### config.mk
export PLATFORM = sky130hd
export DESIGN_NAME = phase_gather
export DESIGN_NICKNAME = d
export VERILOG_FILES = /design/src/rtl/phase_gather.sv
export SDC_FILE = /design/constraint.sdc
export NUM_CORES = 1
export LEC_CHECK = 0
export ABC_CLOCK_PERIOD_IN_PS = 2400
export CELL_PAD_IN_SITES_DETAIL_PLACEMENT = 0
export CELL_PAD_IN_SITES_GLOBAL_PLACEMENT = 1
export CORE_MARGIN = 5
export CORE_UTILIZATION = 38
export DETAILED_ROUTE_END_ITERATION = 8
export PLACE_DENSITY = 0.83
export SLEW_MARGIN = 20
export SYNTH_ARGS = -nofsm -noshare
export SYNTH_HDL_FRONTEND = slang
export SYNTH_SLANG_ARGS = --single-unit
### constraint.sdc
create_clock -name clock -period 2.4 [get_ports clock]
set_clock_uncertainty 0.2 [all_clocks]
set_input_delay 0.36 -clock clock [delete_from_list [all_inputs] [get_ports clock]]
set_output_delay 0.36 -clock clock [all_outputs]
set_load 0.02 [all_outputs]
### src/rtl/phase_gather.sv
// phase_gather: gathers four channel-tagged phase samples into one frame and strobes it out, spaced by MIN_GAP
module phase_gather #(
  parameter int WIDTH = 16,
  parameter int MIN_GAP = 190,
  parameter int TIMEOUT = 1024
) (
  input  logic                    clock,
  input  logic                    reset,
  input  logic                    in_valid,
  input  logic [1:0]              in_chan,
  input  logic signed [WIDTH-1:0] in_phase,
  output logic                    in_ready,
  output logic signed [WIDTH-1:0] phase1,
  output logic signed [WIDTH-1:0] phase2,
  output logic signed [WIDTH-1:0] phase3,
  output logic signed [WIDTH-1:0] phase4,
  output logic                    enable,
  output logic                    overrun,
  output logic                    dup_err,
  output logic                    timeout_err
);
  localparam int TW = $clog2(TIMEOUT);
  localparam int GW = $clog2(MIN_GAP + 1);
  typedef enum logic [1:0] {IDLE, COLLECT, WAIT} state_t;
  state_t state;
  logic signed [WIDTH-1:0] stage [4];
  logic signed [WIDTH-1:0] stage_n [4];
  logic [3:0] mask, hot;
  logic [TW-1:0] tcnt;
  logic [GW-1:0] gcnt;
  logic last, accept, fresh, done, gap_ok, issue;
  always_comb begin
    last = state == COLLECT && tcnt == TW'(TIMEOUT - 1);
    in_ready = state != WAIT && !last && !enable;
    accept = in_valid && in_ready;
    hot = 4'b0001 << in_chan;
    fresh = accept && !mask[in_chan];
    done = fresh && (mask | hot) == 4'hf;
    // gap_ok means gcnt will read zero in the cycle an issue would land
    gap_ok = enable ? MIN_GAP == 1 : gcnt <= GW'(1);
    issue = (done || state == WAIT) && gap_ok;
    for (int i = 0; i < 4; i++) stage_n[i] = fresh && in_chan == 2'(i) ? in_phase : stage[i];
  end
  always_ff @(posedge clock) begin
    stage <= stage_n;
    if (reset) begin
      state <= IDLE;
      mask <= '0;
      tcnt <= '0;
      gcnt <= '0;
      enable <= 1'b0;
      overrun <= 1'b0;
      dup_err <= 1'b0;
      timeout_err <= 1'b0;
      phase1 <= '0;
      phase2 <= '0;
      phase3 <= '0;
      phase4 <= '0;
    end else begin
      enable <= issue;
      overrun <= in_valid && !in_ready;
      dup_err <= accept && mask[in_chan];
      timeout_err <= last;
      gcnt <= enable ? GW'(MIN_GAP - 1) : gcnt - GW'(gcnt != '0);
      tcnt <= state == IDLE ? TW'(1) : tcnt + TW'(1);
      if (issue) begin
        phase1 <= stage_n[0];
        phase2 <= stage_n[1];
        phase3 <= stage_n[2];
        phase4 <= stage_n[3];
        state <= IDLE;
        mask <= '0;
      end else if (done) begin
        state <= WAIT;
        mask <= 4'hf;
      end else if (last) begin
        state <= IDLE;
        mask <= '0;
      end else if (fresh) begin
        state <= COLLECT;
        mask <= mask | hot;
      end
    end
  end
endmodule

After elaboration in Yosys (flattened, before gate mapping)
Cells that the tools add are included.

operators by class
  add/subtract/negate cells = 2
  order comparisons = 2
  equal/unequal tests = 8
  shifts and indexed selects = 1
  mux-type cells = 15
  bitwise gates (word level) = 1
  reduce and logical (&&, ||, !) cells = 26

operators with widths
  operator                 number
  $mux W16                 4
  $logic_and A1 B1 Y1      13
  $mux W4                  3
  $add A10 B1 Y10 const B  1
  $eq A10 B10 Y1 const B   1
  $le A8 B1 Y1 const B     1
  $mux W8                  1
  $reduce_bool A8 Y1       1
  $sub A8 B1 Y8            1
  $eq A2 B2 Y1 const B     3
  $mux W2                  3
  $reduce_or A2 Y1         3
  $eq A2 B1 Y1 const B     2
  $eq A4 B4 Y1 const B     1
  $logic_not A1 Y1         4
  $logic_not A2 Y1         2
  $or A4 B4 Y4             1
  $reduce_or A4 Y1         1
  $shl A1 B2 Y4 const A    1
  $lt A2 B3 Y1 const B     1
  $mux W1                  3
  $reduce_bool A3 Y1       1
  $bmux W1 S2              1
  $ne A2 B2 Y1 const B     1
  $logic_or A1 B1 Y1       1

word-level totals
  flip-flop bits (word level) = 156
  input bits = 21
  output and inout port bits = 69
  logic and storage cells = 74

Logic depth before layout (Yosys ltp)
  word-level depth = 11
  depth in mapped cells = 9
  mapped depth without buffers = 9

Worst setup path after synthesis
OpenSTA, ideal clock, no wires.

  kind = register -> register
  start = register tcnt[0]
  end = register phase2[0]
  library setup time = 117 ps
  arrival = 2005 ps
  required time = 2083 ps
  setup slack = 79 ps
  cell stages (with the launch flop) = 8
  buffers on the path = 1
  path through = dfxtp_1 -> ha_1 -> and3_1 -> nand4_2 -> nand3_1 -> buf_2 -> mux2_2 -> a22o_1

RTL lines
  item                      RTL line  RTL
  start: declaration        29        logic [TW-1:0] tcnt;
  start signal: assignment  65        tcnt <= state == IDLE ? TW'(1) : tcnt + TW'(1);
  end signal: assignment    68        phase2 <= stage_n[1];
  end: declaration          14        output logic signed [WIDTH-1:0] phase2,

Worst setup path in the final report
  start = register tcnt[1]
  end = output in_ready

between the ends
  cells in the longest elaborated chain, start to end = 5

RTL lines
  item                               RTL line  RTL
  $eq A10 B10 Y1                     33        last = state == COLLECT && tcnt == TW'(TIMEOUT - 1);
  $logic_and A1 B1 Y1                33
  $logic_not A1 Y1                   34        in_ready = state != WAIT && !last && !enable;
  $logic_and A1 B1 Y1 (2 in series)  34
  end: declaration                   12        output logic in_ready,

Every way passes these cells.

==> impl_table.tex <==
\begin{tabular}{lr}
\hline
Metric & Value \\
\hline
\multicolumn{2}{l}{\textbf{Run status}} \\
Run status & complete, no violations \\
\multicolumn{2}{l}{\textbf{STA}} \\
Tmin final & 2.284 ns \\
Highest clock rate & 437.9 MHz \\
Setup ws final & 0.1165 ns \\
Final Hold Vio Count & 0 \\
Measured slew at the worst slew-check pin & 0.6254 ns \\
Total setup violations reported at the end of the flow & 0 \\
Fin crit share & 95.15\% \\
Setup repair after global routing missed its margin & no \\
Final Max Slew Viols & 0 \\
Slew margin rel. & 58.22\% \\
\multicolumn{2}{l}{\textbf{Layout}} \\
Register area & 3123 um\^{}2 \\
Total number of nets in the final design & 564 \\
Most common cell after layout, fill and taps aside & sky130\_fd\_sc\_hd\_\_dfxtp\_1 \\
Number of antenna diodes & 0 \\
Filler cell count & 1194 \\
Signed area change from the synthesized netlist to the final layout & 36.97\% \\
Utilization after layout & 53.16\% \\
Area taken by multi-input logic gates & 2102 um\^{}2 \\
Share of post-route cells with drive strength above 1 & 25.68\% \\
Most frequent cells in the layout & sky130\_fd\_sc\_hd\_\_dfxtp\_1, sky130\_fd\_sc\_hd\_\_clkdlybuf4s50\_1, sky130\_fd\_sc\_hd\_\_a22o\_1 \\
\multicolumn{2}{l}{\textbf{Floorplan}} \\
Die area & 16660 um\^{}2 \\
Placement Rows & 43 \\
Count of boundary I/O pins & 90 \\
Width of the die & 129.1 um \\
Placeable core region & 13880 um\^{}2 \\
Y dimension of the die & 129.1 um \\
Starting utilization of the core area & 38.81\% \\
\multicolumn{2}{l}{\textbf{Synth}} \\
Fraction of registers with async set/reset & 0\% \\
Multiplexer area fraction after synthesis & 14.70\% \\
Combined area of all synthesized cells & 5388 um\^{}2 \\
Seq cells post-synth & 156 \\
Synthesized area per cell & 12.98 um\^{}2 \\
Combinational family with the most area after synthesis & multiplexers \\
Number of warning messages in the yosys log & 0 \\
Syn Nets & 439 \\
Leading register cell type out of synthesis & sky130\_fd\_sc\_hd\_\_dfxtp\_1 \\
Post-Synthesis Cells & 415 \\
Share of synthesized cell area in and, or, nand and nor gates & 7.919\% \\
Number of distinct library cells after synthesis & 40 \\
Post-synth EDFFs & 0 \\
Fraction of the mapped netlist area in adder cells & 0.6967\% \\
Sequential-to-total area share from yosys stat & 57.97\% \\
Xor/xnor share of the synthesized area & 2.276\% \\
Compound-cell area share of the yosys netlist & 12.91\% \\
\multicolumn{2}{l}{\textbf{Pwr}} \\
Worst IR drop on VDD & 0.5102 mV \\
Pleak & 2.979 nW \\
Power density of the placed cells & 981.5 nW/um\^{}2 \\
\multicolumn{2}{l}{\textbf{Setup path}} \\
Startpoint class of the critical path & flip-flop \\
Arrival @ worst endpoint & 1.72 ns \\
Sort of element at the end of the critical path & primary output \\
CP Class & reg2out \\
Largest fanout on the critical path & 3 \\
Critical path data required time & 1.84 ns \\
Depth of the most critical reg-to-reg path & 7 \\
\multicolumn{2}{l}{\textbf{Clock network}} \\
Clock-pin slew reported for the worst setup and hold paths after clock tree synthesis & 0.06 ns \\
Clock insertion delay at the later pin of the skew report & 0.42 ns \\
Master cell of the clock root buffer & sky130\_fd\_sc\_hd\_\_clkbuf\_16 \\
Count of hold buffers inserted by post-cts repair & 0 \\
CTS H-Tree Depth & 4 \\
Sink Count & 156 \\
Largest buffer count on any clock path & 2 \\
Clock tree from TritonCTS & built \\
TritonCTS buffer count & 17 \\
\multicolumn{2}{l}{\textbf{Routing}} \\
Routed length per placed instance & 17.78 um \\
Number of iterations in the first detailed-routing pass & 4 \\
DR iter-0 viols & 216 \\
DRC violation count after routing & 0 \\
Remaining antenna violation count & 0 \\
Ratio of routed vias to standard cells & 5.064 \\
Vias after detailed routing & 3712 \\
Detailed-route wire length & 13.03 mm \\
\multicolumn{2}{l}{\textbf{Worst hold path}} \\
Count of cells along the worst hold path & 1 \\
Worst Hold Class & reg2reg \\
\multicolumn{2}{l}{\textbf{Placement}} \\
Worst setup slack before clock tree synthesis & -0.4618 ns \\
\# port buffers & 89 \\
GPL Wtd Cong & 0.7871 \\
Half-perimeter wire length of the detailed placement result & 8.263 mm \\
\multicolumn{2}{l}{\textbf{GRT}} \\
Number of global-route vias before repair & 3743 \\
Wire length of the first global-routing pass & 19.39 mm \\
Pin count of the biggest net entering global routing & 53 \\
Remaining global-route overflow & 0 \\
Total global-route track usage & 15.05\% \\
Number of antenna violations at the first check in global routing & 0 \\
\multicolumn{2}{l}{\textbf{Flow run}} \\
Number of maximum-capacitance violations & 0 \\
\hline
\end{tabular}
registers in the layout, summed over array words and instances, names as in the netlist:
register and count:
stage 64, phase1 16, phase2 16, phase3 16, phase4 16, tcnt 10, gcnt 8, mask 4
state 2, dup_err 1, enable 1, overrun 1, timeout_err 1
cells in the mapped netlist, types with 4 or more instances:
cell                      instances  area, um^2
sky130_fd_sc_hd__nand2_1          5       18.77
sky130_fd_sc_hd__and2_1           4       25.02
sky130_fd_sc_hd__nand3_1          9       45.04
sky130_fd_sc_hd__xor2_1           5       43.79
sky130_fd_sc_hd__nor3b_1          6       45.04
sky130_fd_sc_hd__buf_6           11       123.9
sky130_fd_sc_hd__nor3_1           5       25.02
sky130_fd_sc_hd__a21oi_1         10       50.05
sky130_fd_sc_hd__buf_2            8       40.04
sky130_fd_sc_hd__dfxtp_1        156        3123
sky130_fd_sc_hd__mux2_2          50       563.0
sky130_fd_sc_hd__xnor2_1          9       78.83
sky130_fd_sc_hd__inv_1            4       15.01
sky130_fd_sc_hd__and3_1           7       43.79
sky130_fd_sc_hd__nor2_1          16       60.06
sky130_fd_sc_hd__mux2_4          10       150.1
sky130_fd_sc_hd__a22o_1          64       560.5
sky130_fd_sc_hd__mux2_1           5       56.30
path summary, 6_finish.rpt:
kind | startpoint | end | slack, ns
max | tcnt[1] | in_ready | 0.12
min | stage[40] | stage[40] | 0.27
max reg2reg | mask[2] | phase1[5] | 0.13
min reg2reg | stage[40] | stage[40] | 0.27
worst max-delay path, stage by stage (launching register included):
cell and delay, ns:
sky130_fd_sc_hd__dfxtp_1 0.36, sky130_fd_sc_hd__ha_1 0.18, sky130_fd_sc_hd__and3_1 0.17, sky130_fd_sc_hd__and4_1 0.24, sky130_fd_sc_hd__nor3_2 0.06, sky130_fd_sc_hd__buf_4 0.15, sky130_fd_sc_hd__buf_4 0.15
power breakdown:
group	total [W]	internal, W	switching [W]
Combinational	0.00146	0.000795	0.000664
Clock	0.00254	0.00153	0.00101
Sequential	0.00324	0.00307	0.000174
routing by layer:
metal | up-vias | wire [um] | global-route usage [%]
met3 | 17 | 536 | 4.699
met5 | - | 0 | 0
met1 | 1828 | 6250 | 19.83
li1 | 1771 | - | -
met2 | 96 | 5998 | 23.17
met4 | 0 | 245 | 5.868
cell type report:
cell class / instances / share of cell area, %
clock buffers: 22 / 6.562
clock inverters: 10 / 1.187
inverters: 5 / 0.2543
multi-input cells: 233 / 28.48
flip-flops and latches: 156 / 42.32
well taps: 180 / 3.052
repair buffers: 127 / 18.14
cells by family (layout without fill, tap and decap cells):
kind of cell,after synthesis,count (layout)
DFF,156,156
AOI/OAI and AO/OA,82,82
and+or+nand+nor,68,68
muxes,66,66
buffers and inverters,26,164
xor gates and xnor gates,14,14
adders and majority gates,3,3
stage by stage:
step	instances	area [um^2]	hold WS (ns)	TNS (ns)	total power, W
floorplan	415	5388	0.2361	0	0.004208
global placement	692	6625	0.2468	-32.08	0.004600
detailed placement	692	6625	0.2525	-34.91	0.004669
CTS	724	7207	0.2665	0	0.007217
global route	733	7380	0.2807	0	0.007579
finish	733	7380	0.2658	0	0.007243
timing repair:
action / CTS / global route
hold endpoints to repair: 0 / 0
setup endpoints to repair: 59 / 70
pin swaps: 0 / 3
gates cloned: 0 / 6
resized for setup: 7 / 7
buffers inserted: 0 / 3
Power figures use the tool's default switching activity.
==> RTL edit 1: new RTL, config.mk and constraints unchanged <==
Re-encode `state_t` (3 states) as one-hot, 3 bits wide.
--- a/src/rtl/phase_gather.sv
+++ b/src/rtl/phase_gather.sv
@@ -21,7 +21,7 @@
 );
   localparam int TW = $clog2(TIMEOUT);
   localparam int GW = $clog2(MIN_GAP + 1);
-  typedef enum logic [1:0] {IDLE, COLLECT, WAIT} state_t;
+  typedef enum logic [2:0] {IDLE = 3'b001, COLLECT = 3'b010, WAIT = 3'b100} state_t;
   state_t state;
   logic signed [WIDTH-1:0] stage [4];
   logic signed [WIDTH-1:0] stage_n [4];
Formal check against the unedited RTL: no difference found for any inputs over 4 cycles, from zero or initial values and one cycle with reset high; so few cycles prove little.
==> RTL edit 1 against the unedited design <==
  * The flow now finishes with violations (setup timing)
  * Wire length up 10%
  * Design area grew 5.1%
  * Register-to-register slack got worse by 150 ps
  * Power is 2.3% lower
  * Largest cell class unchanged
  * Sequential share of layout area fell by 1.7 points
  * Sequential cell count is 1 higher
  * Sequential power is 3% lower
  * Critical path type is now reg2reg
  * Worst setup slack worse by 140 ps
  * Synthesized area grew 2.5%
==> RTL edit 1: results (changes against the unedited design) <==
logic_synthesis:
  yosysUniqueCellTypes: 43  # +7.5%
  syn_inst: 442  # +6.5%
  syn_nets: 466  # +6.2%
  synthArstFlopShare_pct: 0  # unchanged
  ys_warn_count: 0  # unchanged
  synthTopCellsByCount: "dfxtp_1, a32o_1, mux2_2, nor2_1, mux2_4"
  ys_seq_area_share_pct: 56.9  # -1.1 points
  synthTopCellsByArea: "dfxtp_1, a32o_1, mux2_2"
sta:
  layout_setup_ws_ps: -24.6  # -141 ps
  relSlewSlack_pct: 74.5  # +16 points
  setup_viol: 16  # +16
global_route:
  grt_use_total_pct: 16.7  # +1.7 points
  grt_first_pass_wirelength_um: 22100  # +14%
  grt_max_degree: 66  # +25%
  grt_pass1_vias: 4178  # +12%
  antenna_found_initial: 0  # unchanged
clocking:
  numCtsBuffers: 17  # unchanged
  clk_latency_ps: 420  # about the same
  clockRootBuffer: "clkbuf_16"
  cts_buffer_depth: 2  # unchanged
  cts.reportedPaths.clkPinSlew_ps: 60  # about the same
  cts_htree_levels: 4  # unchanged
worst_setup_path:
  worst_r2r_startpoint: "tcnt[1]"
  crit_fanout: 5  # +2
  r2r_cells: 8  # +1
  r2r_slack_ps: -20  # -150 ps
  arrival_ps: 2530  # +810 ps
  r2r_end: "phase1[13]"
  critPathMaxStageDelay_ps: 550  # +190 ps
  crit_slowest_cell: "or4_4"
routing:
  dr.pass1.iters: 4  # unchanged
  drt_iter0_drc: 247  # +14%
  drc: 0  # unchanged
  vias: 4081  # +9.9%
  wl_per_cell_um: 18.8  # +5.5%
place:
  gp_congestion: 0.779  # -1.1%
  dp_cells: 717  # +3.6%
  dp_hpwl_um: 8770  # +6.1%
  placed_area_um2: 6840  # +3.2%
  portBuffers: 89  # unchanged
final_layout:
  antennaDiodeCount: 0  # unchanged
  drive_gt1_share_pct: 30.1  # +4.4 points
  final_nets: 594  # +5.3%
  top_register: "stage"
  finalNonFillerCells: 766  # +4.5%
  largest_reg_flops: 64  # unchanged
hold_path:
  hold_end: "overrun"
  min_from: "in_valid"
  hold-path-cell-count: 3  # +2
  hold_path.class: "in2reg"
status:
  violations: "setup timing"
  status: "finished with violations"
pwr:
  leakagePower_nw: 3.06  # +2.7%
  irDropWorstVdd_uv: 807  # +58%
-- RTL edit 1: cell families (layout without fill, tap and decap cells) --
family / after synthesis / after routing / synth area share, %
compound gates: 84 / 85 / 14.2
xor+xnor: 14 / 14 / 2.22
mux: 67 / 67 / 14.9
flops: 157 / 157 / 56.9
buf+inv: 43 / 178 / 4.15
fa+ha+maj: 3 / 3 / 0.680
simple gates: 74 / 78 / 6.91
-- RTL edit 1: worst max-delay path: cells and delay by family, from the launching register on --
kind                     cells  cell delay (ps)
buffers and inverters        2              300
AO/OA/AOI/OAI                1              220
adder cells (fa/ha/maj)      1              150
AND/OR/NAND/NOR              3              760
flip-flops                   1              350
multiplexers                 1              310
-- RTL edit 1: layout make-up --
cell class | instances | area [um^2]
Clock inverter | 11 | 109
Clock buffer | 20 | 457
Multi-Input combinational cell | 247 | 2400
Inverter | 11 | 41.3
Tap cell | 184 | 230
Fill cell | 1189 | 6620
Timing Repair Buffer | 136 | 1370
Sequential cell | 157 | 3150
-- RTL edit 1: power by group --
part / internal [W] / total [W] / switching [W]
clock network: 0.00149 / 0.00254 / 0.00106
logic: 0.000693 / 0.00139 / 0.000694
registers: 0.00300 / 0.00314 / 0.000145
total: 0.00518 / 0.00707 / 0.00189
-- RTL edit 1: timing repair --
action	CTS	global route
gates cloned	6	2
buffers inserted	5	6
setup endpoints to repair	65	64
hold endpoints to repair	0	0
resized for setup	25	35
pin swaps	2	8
-- RTL edit 1: worst max-delay path by stage --
stage	endpoint	depth (start not counted)	startpoint	slack (ps)
finish	phase1[13]	8	tcnt[1]	-20
global route	phase1[11]	8	tcnt[1]	-80
CTS	phase2[15]	8	tcnt[7]	-10
detailed placement	phase3[4]	6	in_chan[1]	-570
global placement	phase2[6]	7	in_chan[1]	-540
floorplan	phase3[0]	8	in_chan[1]	-90
-- RTL edit 1: through the flow --
step                      utilization [%]  TNS [ps]  setup slack (ps)  hold WS, ps  total power (W)
after floorplan                         -     -2130             -88.1          237          0.00407
after global placement               47.6    -44590              -544          248          0.00437
after detailed placement             47.6    -47280              -570          253          0.00445
after CTS                            52.8     -50.1             -12.1          266          0.00705
after global routing                 54.0     -1240             -80.9         99.4          0.00739
final                                54.0      -190             -24.6         71.3          0.00707
-- RTL edit 1: routing by layer --
metal  wire length [um]  global-route usage, %
met1               5850                   19.7
met2               7420                   28.7
met3                917                   5.89
met4                174                   5.08
met5                  0                      0
==> RTL edit 2: new RTL, config.mk and constraints unchanged <==
Made on the original files. `TIMEOUT`: 1024 -> 512.
--- a/src/rtl/phase_gather.sv
+++ b/src/rtl/phase_gather.sv
@@ -2,7 +2,7 @@
 module phase_gather #(
   parameter int WIDTH = 16,
   parameter int MIN_GAP = 190,
-  parameter int TIMEOUT = 1024
+  parameter int TIMEOUT = 512
 ) (
   input  logic                    clock,
   input  logic                    reset,
Check against the original RTL: same outputs for any inputs over 4 cycles, from zero or initial values and one cycle with reset high; that may be too few to reach the edited logic, so the function may still have changed.
==> RTL edit 2 against the unedited design <==
  * The flow now finishes with violations (setup timing)
  * Critical path type is now reg2reg
  * Sequential share of layout area down 4.8 points
  * Combinational power up 36%
  * Worst hold slack better by 8.6 ps
  * Critical endpoint is now phase2[9]
  * Count of clock-buffer cells in the layout is 1 lower
  * Sequential cell count is 1 lower
  * Largest power group unchanged
  * Non-clock buffer count rose by 31
  * Worst setup slack lost 450 ps
  * Synthesized area is 6.2% higher
  * Clock power increased by 2%
  * Synthesized cell count increased by 17%
  * Wire length grew 23%
  * Power is 9.4% higher
  * Design area up 12%
==> RTL edit 2: results (changes against the unedited design) <==
status:
  status: "finished with violations"
  violations: "setup timing"
global_route:
  antenna_found_initial: 0  # unchanged
  grt_use_total_pct: 17.6  # +2.6 points
  grt_first_pass_wirelength_um: 24500  # +26%
  grt_max_degree: 63  # +19%
  grt_pass1_vias: 4486  # +20%
sta:
  relSlewSlack_pct: 71.9  # +14 points
  layout_setup_ws_ps: -337  # -454 ps
  setup_viol: 111  # +111
pwr:
  leakagePower_nw: 4.04  # +36%
  irDropWorstVdd_uv: 607  # +19%
hold_path:
  hold-path-cell-count: 1  # unchanged
  min_from: "stage[5]"
  hold_path.class: "reg2reg"
  hold_end: "stage[5]"
routing:
  dr.pass1.iters: 4  # unchanged
  drt_iter0_drc: 269  # +25%
  routed_via_density: 5.35  # +5.6%
  wl_per_cell_um: 19.6  # +10%
final_layout:
  top_register: "stage"
  drive_gt1_share_pct: 30.2  # +4.6 points
  nFillCells: 1166  # -2.3%
  largest_reg_flops: 64  # unchanged
  final_nets: 648  # +15%
  antennaDiodeCount: 0  # unchanged
logic_synthesis:
  ys_seq_area_share_pct: 54.2  # -3.7 points
  synthTopCellsByCount: "dfxtp_1, mux2_2, o211a_1, or3_1, clkbuf_1"
  synthTopCellsByArea: "dfxtp_1, mux2_2, o211a_1"
  ys_warn_count: 0  # unchanged
  syn_nets: 509  # +16%
  yosysUniqueCellTypes: 41  # +2.5%
  synthArstFlopShare_pct: 0  # unchanged
  ys.flop_type: "dfxtp_1"
place:
  placed_area_um2: 7060  # +6.6%
  dp_hpwl_um: 9430  # +14%
  gp_congestion: 0.787  # about the same
  pre_cts_ws_ps: -460  # +1.97 ps
  portBuffers: 89  # unchanged
worst_setup_path:
  crit_fanout: 7  # +4
  r2r_cells: 11  # +4
  r2r_end: "phase2[9]"
  arrival_ps: 2850  # +1130 ps
  worst_r2r_startpoint: "tcnt[0]"
clocking:
  cts_htree_levels: 4  # unchanged
  cts.reportedPaths.clkPinSlew_ps: 60  # about the same
  cts_buffer_depth: 2  # unchanged
  numCtsBuffers: 17  # unchanged
  clk_latency_ps: 420  # about the same
  clockRootBuffer: "clkbuf_16"
-- RTL edit 2: final cells by class --
| cell class | instances | area (um^2) | share of cell area (%) |
|---|---|---|---|
| inverter | 7 | 26.3 | 0.317 |
| multi-input combinational | 284 | 2640 | 31.9 |
| timing repair buffer | 158 | 1710 | 20.7 |
| clock buffer | 21 | 450 | 5.44 |
| sequential | 155 | 3110 | 37.5 |
| tap | 184 | 230 | 2.78 |
| clock inverter | 10 | 116 | 1.41 |
-- RTL edit 2: how the worst max path moves through the flow --
stage / slack (ps) / depth (start not counted) / from / end
after detailed placement: -460 / 7 / in_chan[0] / phase3[11]
after global routing: -400 / 11 / tcnt[0] / phase2[3]
after CTS: -300 / 11 / tcnt[1] / phase2[9]
after global placement: -410 / 7 / in_chan[0] / phase4[11]
after floorplan: -380 / 12 / tcnt[0] / phase2[10]
final: -340 / 11 / tcnt[0] / phase2[9]
-- RTL edit 2: cells by family (layout without fill, tap and decap cells) --
| group | Yosys count | count (layout) | synth area share (%) |
|---|---|---|---|
| and+or+nand+nor | 124 | 124 | 13.1 |
| AOI/OAI and AO/OA | 79 | 79 | 13.2 |
| buffers and inverters | 45 | 196 | 3.76 |
| muxes | 65 | 65 | 13.0 |
| xor gates and xnor gates | 12 | 12 | 1.84 |
| DFF | 155 | 155 | 54.2 |
| adders and majority gates | 4 | 4 | 0.875 |
-- RTL edit 2: repair_timing --
item,4_1_cts,5_1_grt
setup buffers,30,5
pin swaps,5,15
hold buffers,0,0
resized for setup,39,28
hold endpoints to repair,0,0
gates cloned,3,4
endpoints found under the setup margin,128,138
-- RTL edit 2: critical path, cell delays in order, from the launching register on --
cell and delay (ps):
dfxtp_2 330, ha_4 160, nand3_4 70, nor2_4 40
and3_4 150, ha_4 160, nand3b_4 80, nand4_4 120
or4b_4 620, buf_8 180, mux2_4 300, o211a_1 210
-- RTL edit 2: power by group --
part / switching [W] / internal [W]
registers: 0.000224 / 0.00312
clock network: 0.00104 / 0.00155
logic: 0.000905 / 0.00107
total: 0.00217 / 0.00575
-- RTL edit 2: metal layers --
metal / routed length [um] / track usage, % / vias up
li1: - / - / 2051
met1: 7060 / 21.7 / 2178
met2: 7750 / 29.2 / 131
met3: 1060 / 5.47 / 19
met4: 206 / 6.41 / 0
met5: 0 / 0 / -
-- RTL edit 2: stage by stage --
step	hold slack (ps)	total power (W)	instances	TNS, ps	util, %
global placement	255	0.00509	751	-31400	48.2
global route	279	0.00828	819	-31620	56.5
detailed placement	257	0.00518	751	-35600	48.2
floorplan	236	0.00456	484	-16590	-
finish	274	0.00792	819	-21800	56.5
CTS	273	0.00786	815	-18220	55.1
